===== config.mk =====
export PLATFORM = sky130hd
export DESIGN_NAME = alu_result_stage
export DESIGN_NICKNAME = d
export VERILOG_FILES = /design/src/rtl/alu_pkg.sv /design/src/rtl/alu_flag_gen.sv /design/src/rtl/alu_result_stage.sv
export SDC_FILE = /design/constraint.sdc
export NUM_CORES = 1
export LEC_CHECK = 0
export ABC_CLOCK_PERIOD_IN_PS = 1800
export CORE_UTILIZATION = 47
export CTS_BUF_LIST = sky130_fd_sc_hd__clkbuf_4 sky130_fd_sc_hd__clkbuf_8
export CTS_CLUSTER_DIAMETER = 200
export CTS_CLUSTER_SIZE = 16
export DETAILED_ROUTE_END_ITERATION = 10
export HOLD_SLACK_MARGIN = 0.08
export PLACE_DENSITY_LB_ADDON = 0.05
export SLEW_MARGIN = 20
export SYNTH_ARGS = -nofsm -noshare
export SYNTH_HDL_FRONTEND = slang
export SYNTH_HIERARCHICAL = 1
export SYNTH_SLANG_ARGS = --single-unit

===== constraint.sdc =====
create_clock -name clk -period 1.8 [get_ports clk]
set_input_delay 0.45 -clock clk [delete_from_list [all_inputs] [get_ports clk]]
set_output_delay 0.45 -clock clk [all_outputs]
set_load 0.05 [all_outputs]

===== src/rtl/alu_pkg.sv =====
// Shared types for the lab-2 ALU result stage: operation select,
// status-flag bundle and the two-entry output buffer state.
package alu_pkg;

    typedef enum logic {
        OP_ADD = 1'b0,
        OP_SUB = 1'b1
    } op_e;

    typedef struct packed {
        logic n;
        logic z;
        logic c;
        logic v;
    } alu_flags_t;

    typedef enum logic [1:0] {
        BUF_EMPTY = 2'd0,
        BUF_ONE   = 2'd1,
        BUF_TWO   = 2'd2
    } buf_state_e;

    localparam int ALU_DEFAULT_N = 4;

endpackage


===== src/rtl/alu_flag_gen.sv =====
// Combinational result select and N/Z/C/V derivation for the result stage.
// Optional feature macro: ALU_RESULT_OVERFLOW_EN (signed overflow flag V).
// Without it V is forced to 0 and the operand sign bits are not used.
import alu_pkg::*;

module alu_flag_gen #(
    parameter int N = ALU_DEFAULT_N
) (
    input  logic         op,
    input  logic         a_msb,
    input  logic         b_msb,
    input  logic [N-1:0] sum,
    input  logic         cout,
    input  logic [N-1:0] sub,
    input  logic         bout,
    output logic [N-1:0] result,
    output alu_flags_t   flags
);

    logic w_isSub;
    logic w_resMsb;

    assign w_isSub  = (op_e'(op) == OP_SUB);
    assign w_resMsb = result[N-1];

    // Pick the arithmetic result for the requested operation and derive N/Z/C;
    // for subtraction C carries the raw borrow, not an inverted carry.
    always_comb begin
        result  = w_isSub ? sub : sum;
        flags.n = w_resMsb;
        flags.z = (result == '0);
        flags.c = w_isSub ? bout : cout;
        flags.v = 1'b0;
`ifdef ALU_RESULT_OVERFLOW_EN
        if (w_isSub) begin
            flags.v = (a_msb != b_msb) && (w_resMsb != a_msb);
        end else begin
            flags.v = (a_msb == b_msb) && (w_resMsb != a_msb);
        end
`endif
    end

`ifndef ALU_RESULT_OVERFLOW_EN
    logic w_unusedMsbs;
    assign w_unusedMsbs = a_msb ^ b_msb;
`endif

endmodule


===== src/rtl/alu_result_stage.sv =====
// Registered result stage behind the lab-2 adder/subtractor: selects the
// result, computes status flags at capture and holds up to two entries in a
// valid/ready buffer that drains in arrival order.
// Optional feature macro: ALU_RESULT_OVERFLOW_EN (stores the V flag per entry).
import alu_pkg::*;

module alu_result_stage #(
    parameter int N = ALU_DEFAULT_N
) (
    input  logic         clk,
    input  logic         rst,
    input  logic         in_valid,
    output logic         in_ready,
    input  logic         op,
    input  logic         a_msb,
    input  logic         b_msb,
    input  logic [N-1:0] sum,
    input  logic         cout,
    input  logic [N-1:0] sub,
    input  logic         bout,
    output logic         out_valid,
    input  logic         out_ready,
    output logic [N-1:0] result,
    output logic         flag_n,
    output logic         flag_z,
    output logic         flag_c,
    output logic         flag_v
);

`ifdef ALU_RESULT_OVERFLOW_EN
    localparam int FW = 4;
`else
    localparam int FW = 3;
`endif

    buf_state_e r_state;
    buf_state_e w_nextState;

    logic          w_push;
    logic          w_pop;
    logic [N-1:0]  w_newRes;
    alu_flags_t    w_newFlags;
    logic [FW-1:0] w_newFlg;

    // Entry 0 is always the head; entry 1 is only occupied in BUF_TWO.
    logic [N-1:0]  r_res0;
    logic [N-1:0]  r_res1;
    logic [FW-1:0] r_flg0;
    logic [FW-1:0] r_flg1;

    alu_flag_gen #(.N(N)) u_flagGen (
        .op     (op),
        .a_msb  (a_msb),
        .b_msb  (b_msb),
        .sum    (sum),
        .cout   (cout),
        .sub    (sub),
        .bout   (bout),
        .result (w_newRes),
        .flags  (w_newFlags)
    );

`ifdef ALU_RESULT_OVERFLOW_EN
    assign w_newFlg = {w_newFlags.n, w_newFlags.z, w_newFlags.c, w_newFlags.v};
`else
    logic w_unusedV;
    assign w_unusedV = w_newFlags.v;
    assign w_newFlg  = {w_newFlags.n, w_newFlags.z, w_newFlags.c};
`endif

    assign w_push = in_valid && in_ready;
    assign w_pop  = out_valid && out_ready;

    // Buffer occupancy register; reset empties the buffer and drops any push.
    always_ff @(posedge clk) begin
        if (rst) begin
            r_state <= BUF_EMPTY;
        end else begin
            r_state <= w_nextState;
        end
    end

    // Occupancy transitions from push/pop handshakes.
    always_comb begin
        w_nextState = r_state;
        case (r_state)
            BUF_EMPTY: if (w_push) w_nextState = BUF_ONE;
            BUF_ONE: begin
                if (w_push && !w_pop) begin
                    w_nextState = BUF_TWO;
                end else if (!w_push && w_pop) begin
                    w_nextState = BUF_EMPTY;
                end
            end
            BUF_TWO:   if (w_pop) w_nextState = BUF_ONE;
            default:   w_nextState = BUF_EMPTY;
        endcase
    end

    // Handshake outputs decoded purely from the registered state, so out_ready
    // never reaches in_ready combinationally.
    always_comb begin
        in_ready  = (r_state != BUF_TWO);
        out_valid = (r_state != BUF_EMPTY);
    end

    // Entry storage: fill head when empty, fill the second slot behind a
    // stalled head, replace the head on push+pop, shift forward on pop from two.
    always_ff @(posedge clk) begin
        if (rst) begin
            r_res0 <= '0;
            r_res1 <= '0;
            r_flg0 <= '0;
            r_flg1 <= '0;
        end else begin
            case (r_state)
                BUF_EMPTY: begin
                    if (w_push) begin
                        r_res0 <= w_newRes;
                        r_flg0 <= w_newFlg;
                    end
                end
                BUF_ONE: begin
                    if (w_push && w_pop) begin
                        r_res0 <= w_newRes;
                        r_flg0 <= w_newFlg;
                    end else if (w_push) begin
                        r_res1 <= w_newRes;
                        r_flg1 <= w_newFlg;
                    end
                end
                BUF_TWO: begin
                    if (w_pop) begin
                        r_res0 <= r_res1;
                        r_flg0 <= r_flg1;
                    end
                end
                default: begin
                    r_res0 <= r_res0;
                end
            endcase
        end
    end

    // Present the head entry.
    always_comb begin
        result = r_res0;
        flag_n = r_flg0[FW-1];
        flag_z = r_flg0[FW-2];
        flag_c = r_flg0[FW-3];
`ifdef ALU_RESULT_OVERFLOW_EN
        flag_v = r_flg0[0];
`else
        flag_v = 1'b0;
`endif
    end

endmodule


# Word level (Yosys, flattened, before mapping)
# Cells that the tools add are included.
# classes
eq_ne,7
reduce_logical,14
n_mux,15
bitwise_logic,1
# ops
operator,count
4-bit 2-to-1 mux,4
4-bit case mux with 3 select lines,1
3-bit 2-to-1 mux,3
3-bit case mux with 3 select lines,1
2-bit 2-to-1 mux,4
"2-bit != test, second input constant",4
2-bit case mux with 3 select lines,1
3-bit AND reduction,2
1-bit logical AND,5
4-bit zero test,1
4-bit AND reduction,1
"3-bit != test, second input constant",1
3-bit nonzero test,1
"2-bit by 1-bit == test with 1-bit output, second input constant",1
"2-bit == test, second input constant",1
1-bit zero test,2
2-bit zero test,1
2-bit nonzero test,1
1-bit 2-to-1 mux,1
1-bit inverter,1
# word_totals
output_inout_bits,10
register_bits,16
inputBits,17

# Longest topological paths before layout
# depth
ltp_word,7
depth_mapped,4
ltp_nobuf,4

# Hierarchy
# The synthesis kept the hierarchy.
# modules_own_cells
module,area_each_um2,seq_area_each_um2,cells_each,instances
alu_result_stage,748.2,320.3,72,1
alu_flag_gen,95.1,0.0,9,1

# Worst setup path after synthesis
# Ideal clock, no wire load.
# synth_path
path_type,input to register
from,input op
to,register r_flg0[1]
t_arrival_ns,1.338
n_path_buf,0
path_slack_ns,0.377
path_stages,4
required_time_ns,1.714
setup_ns,0.086
cell_sequence,mux2_4 -> nor4_2 -> mux2i_1 -> a211oi_1
# synth_lines
item,line_no,rtl
start: declaration,alu_result_stage.sv:14,"input logic op,"
end signal: assignment,alu_result_stage.sv:120,r_flg0 <= w_newFlg;
end signal: assignment,alu_result_stage.sv:126,r_flg0 <= w_newFlg;
end signal: assignment,alu_result_stage.sv:135,r_flg0 <= r_flg1;
end: declaration,alu_result_stage.sv:48,logic [FW-1:0] r_flg0;

# Worst setup path after layout
# layout_path
from,register r_state[1]
to,output in_ready
# layout_between
elab_chain_cells,1
# layout_lines
item,line_no,rtl
start: declaration,alu_result_stage.sv:36,buf_state_e r_state;
start signal: assignment,alu_result_stage.sv:79,r_state <= w_nextState;
2-bit != test,alu_result_stage.sv:103,in_ready = (r_state != BUF_TWO);
end: declaration,alu_result_stage.sv:13,"output logic in_ready,"
# Every way passes these cells.

==> results.tsv <==
metric	value	unit
nets	124	
Mapped Nets	96	
Flop pwr share	44.2	%
RSZ-0062 raised after global routing	false	
clk_skew	0.514	ps
Core Region	1580	µm²
total track usage	21.0	%
mean post-synth cell area	10.5	µm²
dpl hpwl	1220	µm
data required time of the worst path	1350	ps
routability cong.	0.727	
total power	884	µW
drt first pass iters	6	
DRC violation total after the first TritonRoute iteration	9	
Pins Over Slew Limit	0	
CTS tree	done	
Gate power share	28.8	%
first-pass GRT wire length	3020	µm
Setup violations, final	0	
via total after detailed routing	673	
placed cells	118	
worst min-delay path startpoint	r_flg1[2]	
crit path kind	register to output port	
Final period util	93.1	%
starting density of the core	52.8	%
WL/cell	13.7	µm
Vias/cell	5.52	
placement-stage worst setup slack	-340	ps
critical path's slowest cell	dfxtp_1	
Post-DRT Antenna Nets	0	
final std cells w/o fill	122	
DR DRC count	0	
CP peak stage delay	470	ps
Critical Path End Type	output port	
CTS Buf Count	3	
internal power	612	µW
Sw Pwr	272	µW
peak supply drop	404	µV
clk_lat worst skew	280	ps
worst hold-check path type	register to register	
Worst setup SP type	register	
P per Cell Area	794	nW/µm²
Worst Path Max Fanout	7	
share of layout cells above drive strength 1	29.2	%
critical path's top delay family	flip-flops	
Max Fclk	597	MHz
Synth Warn #	6	
CP bufs+invs	1	
fillers	136	
CP startpoint	r_state[1]	
Synth Cell Area	832	µm²
IO Count	27	
worst reg2reg path startpoint	r_state[1]	
die height	44.1	µm
CTS H-tree depth	1	
die area	1940	µm²
max-cap viol count	0	
Worst EP arrival	1230	ps
initial antenna violation count	0	
clk sink count	16	
Gate Count Post-Synth	79	
CP cell instances	or2b_1 > buf_12	
num rows	14	
status	finished clean	
CTS max path bufs	2	
static leakage power	0.482	nW
CTS root buffer	clkbuf_4	
PortBufs	23	
diodes inserted	0	
vias in the first global route	665	
worst setup margin	124	ps
switch share	30.8	%
final hold vios	0	
minimum clock period	1680	ps
clock share of power	26.9	%
synthesis-to-layout area growth	33.8	%
largest net degree at the start of global routing	17	
Die Span X	44.1	µm
clock-pin slew on the worst setup and hold paths	100	ps
Remaining Overflow, GRT	0	
Routed Wire Length	1680	µm
-- area by class of cell --
type | count | area, µm² | share of cell area, %
Timing Repair Buffer | 30 | 272 | 24.4
Clock buffer | 4 | 36.3 | 3.26
Inverter | 1 | 3.75 | 0.337
Multi-Input combinational cell | 55 | 462 | 41.5
Tap cell | 16 | 20.0 | 1.80
Sequential cell | 16 | 320 | 28.8
-- per-stage QoR --
stage                     util (%)  setup TNS, ps  instance area [µm²]  hold WS, ps
after CTS                     70.6              0                 1110          505
after global routing          70.6              0                 1110          530
after floorplan                  -              0                  832          460
final                         70.6              0                 1110          504
after detailed placement      68.4          -1830                 1080          480
after global placement        68.4          -1430                 1080          472
-- flip-flops by register name, indices dropped and copies added, names as in the netlist --
register	flops
r_state	2
result	4
r_flg1	3
r_flg0	3
r_res1	4
-- worst paths after layout --
check | cells after the start | slack, ps | end
setup / recovery | 2 | 120 | in_ready
hold / removal | 2 | 500 | r_flg1[2]
setup reg to reg | 4 | 370 | r_flg0[2]
hold reg to reg | 2 | 500 | r_flg1[2]
-- power by group through the flow --
stage	logic [mW]	registers [mW]	clock network, mW
floorplan	0.114	0.453	0
global placement	0.252	0.397	0
detailed placement	0.256	0.399	0
CTS	0.256	0.391	0.245
global route	0.272	0.394	0.262
finish	0.255	0.391	0.238
-- worst min-delay path, stage by stage (launching register included) --
cell	delay, ps
dfxtp_1	340
mux2i_1	70
nor2_1	70
-- cell usage in the layout (no fill, tap or decap), types with 2 or more instances in the layout --
cell type         n
a211oi_1         15
buf_4            15
clkbuf_4          3
clkdlybuf4s50_1  13
dfxtp_1          16
mux2_2            3
mux2_4            3
mux2i_1          14
nand2_1           2
nor2_1            7
-- routing by layer --
| metal | track usage [%] | wire (µm) | vias to the layer above |
|---|---|---|---|
| met5 | 0 | 0 | - |
| met4 | 9.09 | 9 | 0 |
| met3 | 2.45 | 58 | 2 |
| met2 | 35.0 | 782 | 20 |
| met1 | 27.3 | 825 | 304 |
| li1 | - | - | 347 |
-- what timing repair did --
item	4_1_cts	5_1_grt
gates resized for setup	1	0
endpoints found under the setup margin	1	0
setup buffers	0	0
hold buffers	0	0
No activity file was read; power rests on OpenSTA's default activity.
